==> src/rtl/exp_add_arb.sv <==
// exp_add_arb: round-robin shared posit exponent-sum datapath with a one-stage output register
module exp_add_arb #(
    parameter int n         = 16,
    parameter int es        = 1,
    parameter int N_REQ     = 4,
    parameter int LZC_WIDTH = $clog2(n - 1),
    parameter int EXP_WIDTH = LZC_WIDTH + 1 + es,
    parameter int IDW       = $clog2(N_REQ)
) (
    input  logic                           clk_i,
    input  logic                           rst_i,
    input  logic                           flush_i,
    input  logic [N_REQ-1:0]               req_valid_i,
    output logic [N_REQ-1:0]               req_ready_o,
    input  logic [N_REQ*(LZC_WIDTH+1)-1:0] k_sgn_a_i,
    input  logic [N_REQ*(es+1)-1:0]        exp_a_i,
    input  logic [N_REQ*(LZC_WIDTH+1)-1:0] k_sgn_b_i,
    input  logic [N_REQ*(es+1)-1:0]        exp_b_i,
    output logic                           out_valid_o,
    input  logic                           out_ready_i,
    output logic [EXP_WIDTH:0]             exp_o,
    output logic [IDW-1:0]                 out_id_o
);
    localparam int KW = LZC_WIDTH + 1;
    localparam int EW = es + 1;

    logic [IDW-1:0]   r_ptr, r_id, w_gnt, w_idx;
    logic             r_valid, w_gnt_vld, w_accept, w_fire;
    logic [EXP_WIDTH:0] r_exp, w_exp;
    logic [KW-1:0]    w_ka, w_kb;
    logic [EW-1:0]    w_ea, w_eb, w_raw;
    logic [KW:0]      w_kc;

    // pick the first valid requester after the last winner; descending scan leaves the nearest one
    always_comb begin
        w_gnt     = '0;
        w_gnt_vld = 1'b0;
        w_idx     = '0;
        for (int i = N_REQ; i >= 1; i--) begin
            w_idx = IDW'((int'(r_ptr) + i) % N_REQ);
            if (req_valid_i[w_idx]) begin
                w_gnt_vld = 1'b1;
                w_gnt     = w_idx;
            end
        end
    end

    assign w_ka  = k_sgn_a_i[int'(w_gnt)*KW +: KW];
    assign w_kb  = k_sgn_b_i[int'(w_gnt)*KW +: KW];
    assign w_ea  = exp_a_i[int'(w_gnt)*EW +: EW];
    assign w_eb  = exp_b_i[int'(w_gnt)*EW +: EW];
    assign w_raw = w_ea + w_eb;
    assign w_kc  = {w_ka[KW-1], w_ka} + {w_kb[KW-1], w_kb} + (KW+1)'(w_raw[es]);

    // exponent carry folds into k; remaining low exponent bits sit under the shifted k
    if (es == 0) begin : g_es0
        assign w_exp = w_kc;
    end else begin : g_esn
        assign w_exp = {w_kc, w_raw[es-1:0]};
    end

    assign w_accept    = !r_valid || out_ready_i;
    assign w_fire      = w_accept && w_gnt_vld && !flush_i;
    assign req_ready_o = (w_fire && !rst_i) ? N_REQ'(1) << w_gnt : '0;

    // output register and round-robin pointer; flush only clears valid, pointer moves on handshake
    always_ff @(posedge clk_i or posedge rst_i) begin
        if (rst_i) begin
            r_valid <= 1'b0;
            r_exp   <= '0;
            r_id    <= '0;
            r_ptr   <= IDW'(N_REQ - 1);
        end else begin
            if (w_fire) begin
                r_exp <= w_exp;
                r_id  <= w_gnt;
                r_ptr <= w_gnt;
            end
            r_valid <= flush_i ? 1'b0 : w_fire ? 1'b1 : out_ready_i ? 1'b0 : r_valid;
        end
    end

    assign out_valid_o = r_valid;
    assign exp_o       = r_exp;
    assign out_id_o    = r_id;
endmodule

==> config.mk <==
export PLATFORM = sky130hd
export DESIGN_NAME = exp_add_arb
export DESIGN_NICKNAME = d
export VERILOG_FILES = /design/src/rtl/exp_add_arb.sv
export SDC_FILE = /design/constraint.sdc
export NUM_CORES = 1
export LEC_CHECK = 0
export ABC_AREA = 1
export CAP_MARGIN = 20
export CORE_ASPECT_RATIO = 0.9
export CORE_MARGIN = 3
export CORE_UTILIZATION = 25
export DETAILED_ROUTE_END_ITERATION = 8
export DONT_BUFFER_PORTS = 1
export SLEW_MARGIN = 40
export SYNTH_ARGS = -nofsm -noshare
export SYNTH_HDL_FRONTEND = slang
export SYNTH_SLANG_ARGS = --single-unit
==> constraint.sdc <==
create_clock -name clk_i -period 3.25 [get_ports clk_i]
set_input_delay 0.1625 -clock clk_i [delete_from_list [all_inputs] [get_ports clk_i]]
set_output_delay 0.1625 -clock clk_i [all_outputs]
set_load 0.005 [all_outputs]
## Word level (Yosys, flattened, before mapping)

Cells that the tools add are included.

- Reduce and logical (&&, ||, !) cells: 8
- Mux-type cells: 20
- $mul: 1
- Add/sub/neg operators: 7
- Magnitude comparators: 4
- Shifts and indexed selects: 5

Operator list:

| operator | count |
|---|---|
| 20-bit by 6-bit variable part select with 5-bit output | 2 |
| 8-bit by 4-bit variable part select with 2-bit output | 2 |
| 2-bit by 3-bit < comparator with 1-bit output, second input constant | 4 |
| 1-bit 2-to-1 mux | 11 |
| 1-bit binary-select mux with 2-bit select | 4 |
| 2-bit 2-to-1 mux | 4 |
| 5-bit by 5-bit adder with 6-bit output | 1 |
| 6-bit by 1-bit adder with 6-bit output | 1 |
| 2-bit by 3-bit multiplier with 5-bit output, second input constant | 1 |
| 2-bit by 1-bit adder with 2-bit output, second input constant | 2 |
| 2-bit adder, second input constant | 2 |
| 4-bit 2-to-1 mux | 1 |
| 1-bit by 2-bit << shifter with 4-bit output, first input constant | 1 |
| 1-bit logical AND | 3 |
| 1-bit zero test | 3 |
| 3-bit nonzero test | 1 |
| 2-bit adder | 1 |
| 1-bit logical OR | 1 |

- Word-level logic and storage cells: 49
- Output and inout port bits: 14
- Bits in registers: 12
- Input bits: 64

## Depth between registers and ports, before layout

- Depth in word-level cells: 11
- Depth in mapped cells: 30
- Mapped depth without buffers: 27

## Least setup slack after synthesis

No wires, ideal clock.

- Path kind: flip-flop to flip-flop
- Start: reg r_ptr[0]
- End: reg r_exp[6], in the netlist exp_o[6]
- Arrival: 3,305 ps
- Buffers on the path: 3
- Data required time: 3,167 ps
- Stages on the path, launching flop included: 27
- Clock period less this slack: 3,388 ps
- Setup time: 83 ps
- Setup slack: -138 ps
- Cells stage by stage: dfstp_2 > buf_6 > inv_6 > nand2_2 > nand2_1 > and2_4 > nor2_2 > nand3_2 > nand2_2 > buf_6 > nand2_2 > buf_6 > o22ai_1 > nor2_1 > ha_1 > inv_1 > nand3_1 > nand3_1 > nand2_1 > fa_1 > inv_1 > nor2_1 > a211oi_1 > nor2_1 > nor4_1 > a21oi_1 > o21ai_0

- Word-level cells in the longest chain between the ends: 11
- Elaborated cells on any way between the ends: 30
- Classes of those cells: add/sub (7); mul (1); shift (4); mux (16); reduce/logical (2)

RTL lines:

| item | line | text |
|---|---|---|
| from (decl) | 27 | `logic [IDW-1:0] r_ptr, r_id, w_gnt, w_idx;` |
| from (signal assigned) | 72 | `r_ptr <= IDW'(N_REQ - 1);` |
| from (signal assigned) | 77 | `r_ptr <= w_gnt;` |
| 2-bit by 1-bit adder with 2-bit output | 40 | `w_idx = IDW'((int'(r_ptr) + i) % N_REQ);` |
| 1-bit binary-select mux with 2-bit select | 41 | `if (req_valid_i[w_idx]) begin` |
| 1-bit 2-to-1 mux (implied by the code) | 41 |  |
| 2-bit 2-to-1 mux (4 in a row) | 41 |  |
| 2-bit by 3-bit multiplier with 5-bit output | 48, 49 |  |
| 20-bit by 6-bit variable part select with 5-bit output (on tied branches) | 48, 49 |  |
| 5-bit by 5-bit adder with 6-bit output | 53 | `assign w_kc = {w_ka[KW-1], w_ka} + {w_kb[KW-1], w_kb} + (KW+1)'(w_raw[es]);` |
| 6-bit by 1-bit adder with 6-bit output | 53 |  |
| to (signal assigned) | 75 | `r_exp <= w_exp;` |
| to (decl) | 29 | `logic [EXP_WIDTH:0] r_exp, w_exp;` |

Parallel ways exist; a longest one is shown, timed or not. The select of a mux whose other input is x is not followed.
A chain may end at the register's enable or synchronous reset.

## Worst setup path after layout

- Start: reg r_ptr[0]
- End: reg r_exp[4], in the netlist exp_o[4]

Same word-level chain as after synthesis.

==> metrics.txt <==
syn_nets=between 200 and 300; Rows=24; Ys Warns=0; Syn-to-layout area delta=30.7%; CP bufs+invs=7; slowest CP cell=dfstp_2; Critical Path AT=around 3.4 ns; Simple-Gate Fraction of Synth Area=a little under two fifths; ANT nets after route=0; worst-skew pair later-pin latency=0.24 ns; Root Buffer=clkbuf_8; asr flop ratio synth=100%; met1 global-route usage=about 16%; CTS Buf Count=3; most used flip-flop cell after synthesis=dfrtp_1; Slew HR=66.8%; Final HPWL DP=roughly 3300 µm; clock sinks=12; setup ws final=-0.0670 ns; n_diodes=0; IO Port Bufs=0; Hold Path Class=in -> reg; grt met2 use=~20%; Routed WL per cell=around 14 µm; Placement Setup Slack=-0.186 ns; top post-synthesis cells by area=dfrtp_1, nand2_1, o22ai_2; die area=approximately 0.0064 mm²; Avg Cell Area, Syn=a little under 7 µm²; area of the multi-input gates=between 0.001 and 0.0015 mm²; Yosys cell types=29; Worst Setup End Kind=flop; GRT Util Overall=approximately an eighth; fmax=~300 MHz; synthesized area=about 0.0014 mm²; CP top delay family=simple AND/OR/NAND/NOR gates; Chip Width=~84 µm; RR Startpoint=r_ptr[0]; Layout Nets=~300; Most common cell on crit path=nand2_2; largest family of logic cells by synthesized area=simple AND/OR/NAND/NOR gates; post-synthesis sequential area ratio=about 22%; r2r setup slk=-0.07 ns; max_cap viols=0; Synth top area share=between 10% and 20%; commonest cells in the netlist=nand2_1, nor2_1, inv_1, nand3_1, o22ai_1; Via density=~4.7; most frequent cell after synthesis=nand2_1; initial antenna violation count=0; max incr delay on CP=approximately 0.6 ns; failing checks=setup timing; clock skew=approximately 0.0042 ns; first-pass GRT wire length=6590 µm; Final Wtd Congestion=between 0.8 and 0.9; pin count of the biggest net entering global routing=16; clock buffer depth=2; Register Area=303 µm²; RSZ-0062 raised after global routing=true; GR Layer Usage met3=3.68%; Worst-path clk slew=0.05 ns; CP endpoint=exp_o[4]; Non-Filler Instances=288; Yosys reg bits=12; EDFF count, synth=0; H-tree depth=1; busiest layer in global routing=met2; vias in the first global route=between 1000 and 1500; die height=roughly 76 µm; Worst Reg-to-Reg Cells=26; CTS tree=done; I/O Pins=slightly below 80; Worst path depth=26; placeable core area=about 0.0050 mm²; WS Path Type=reg -> reg; mux contribution to synthesized area=0%; drt first pass iters=4; GRT Residual Overflow=0; Final Max Slew Viols=0; fill count=approximately 530; # setup viols final=4; DRT iter0 DRCs=61; Fin. Hold Viols=0; period utilization=102%; Synth Instances=201; Worst Setup SP=r_ptr[0]; worst-margin pin slew=approximately 0.50 ns; crit start category=flop; final worst path period need=roughly 3.3 ns; routed vias=roughly 1400; Max FO, Critical Path=6; status=finished with violations; Placed Instances=roughly 280; Synth Area in Adders=approximately 7.5%; area leader, netlist=dfrtp_1; layout cells sized above 1=39.9%; Starting Density=27.1%; Reg2Reg Capture Point=exp_o[4]; DRC=0; xor/xnor share of the synthesized area=between 1.5 and 2%; total wire length=4010 µm; worst endpoint required time=around 3.4 ns; post-synthesis compound-gate area fraction=a little under a fifth
kinds of logic (layout without fill, tap and decap cells):
group                    count (synthesis)  count (layout)
adder cells (fa/ha/maj)                  7               7
AO/OA/AOI/OAI                           33              33
XOR/XNOR                                 3               3
buffers and inverters                   31              53
flip-flops                              12              12
AND/OR/NAND/NOR                        115             115
layout by cell type, fill, tap and decap left out, types with 2 or more instances in the layout:
cell,n
a21oi_1,2
buf_4,21
buf_6,3
clkbuf_8,3
dfrtp_1,10
dfstp_2,2
fa_2,2
ha_1,4
inv_1,15
inv_2,6
inv_4,2
nand2_1,49
nand2_2,15
nand2_4,6
nand3_1,10
nand3_2,3
nor2_1,23
nor2_4,2
nor3_2,2
o21ai_0,3
o21ai_1,4
o21ai_2,3
o22ai_1,10
o22ai_2,10
per-layer routing:
metal	wire [µm]	share of wire, %	vias to the layer above
met5	0	0	-
met3	334	8.3	2
met2	1830	45	56
met4	21	0.52	0
met1	1830	46	591
li1	-	-	702
flip-flops by register name (all words and copies together), names as in the netlist:
| name | flops |
|---|---|
| exp_o | 7 |
| out_id_o | 2 |
| out_valid_o | 1 |
| r_ptr | 2 |
worst min path at each step:
stage,start,to,slack (ns),cells past startpoint
floorplan,rst_i,exp_o[0],0.03,1
global placement,rst_i,exp_o[4],0.11,1
detailed placement,rst_i,out_valid_o,0.10,1
CTS,flush_i,out_valid_o,0.02,1
global route,flush_i,out_valid_o,0.04,1
finish,flush_i,out_valid_o,0.03,1
what timing repair did:
| action | 4_1_cts | 5_1_grt |
|---|---|---|
| endpoints found under the hold margin | 10 | 0 |
| hold buffers | 1 | 0 |
| setup endpoints to repair | 5 | 5 |
| buffers inserted | 4 | 2 |
| resized for setup | 31 | 17 |
| gates cloned | 0 | 0 |
| pin swaps | 11 | 6 |
per-stage QoR:
step                      TNS, ns  instance area [µm²]  util, %  hold WS [ns]
after floorplan            -0.109                 1370        -        0.0340
after global placement     -0.383                 1520     30.1         0.107
after detailed placement   -0.751                 1520     30.1         0.104
after CTS                  -0.311                 1700     33.7        0.0231
after global routing        -1.50                 1780     35.4        0.0410
final                      -0.180                 1780     35.4        0.0295
area by class of cell:
type                            instances  share of cell area, %
Sequential cell                        12                   17.0
Tap cell                               65                   4.56
Clock buffer                            4                   2.52
Inverter                               24                   5.61
Timing Repair Buffer                   25                   11.3
Multi-Input combinational cell        158                   59.0
Power is not shown: default switching activity piles up to over one toggle a cycle in this logic, so the estimate is an artifact.
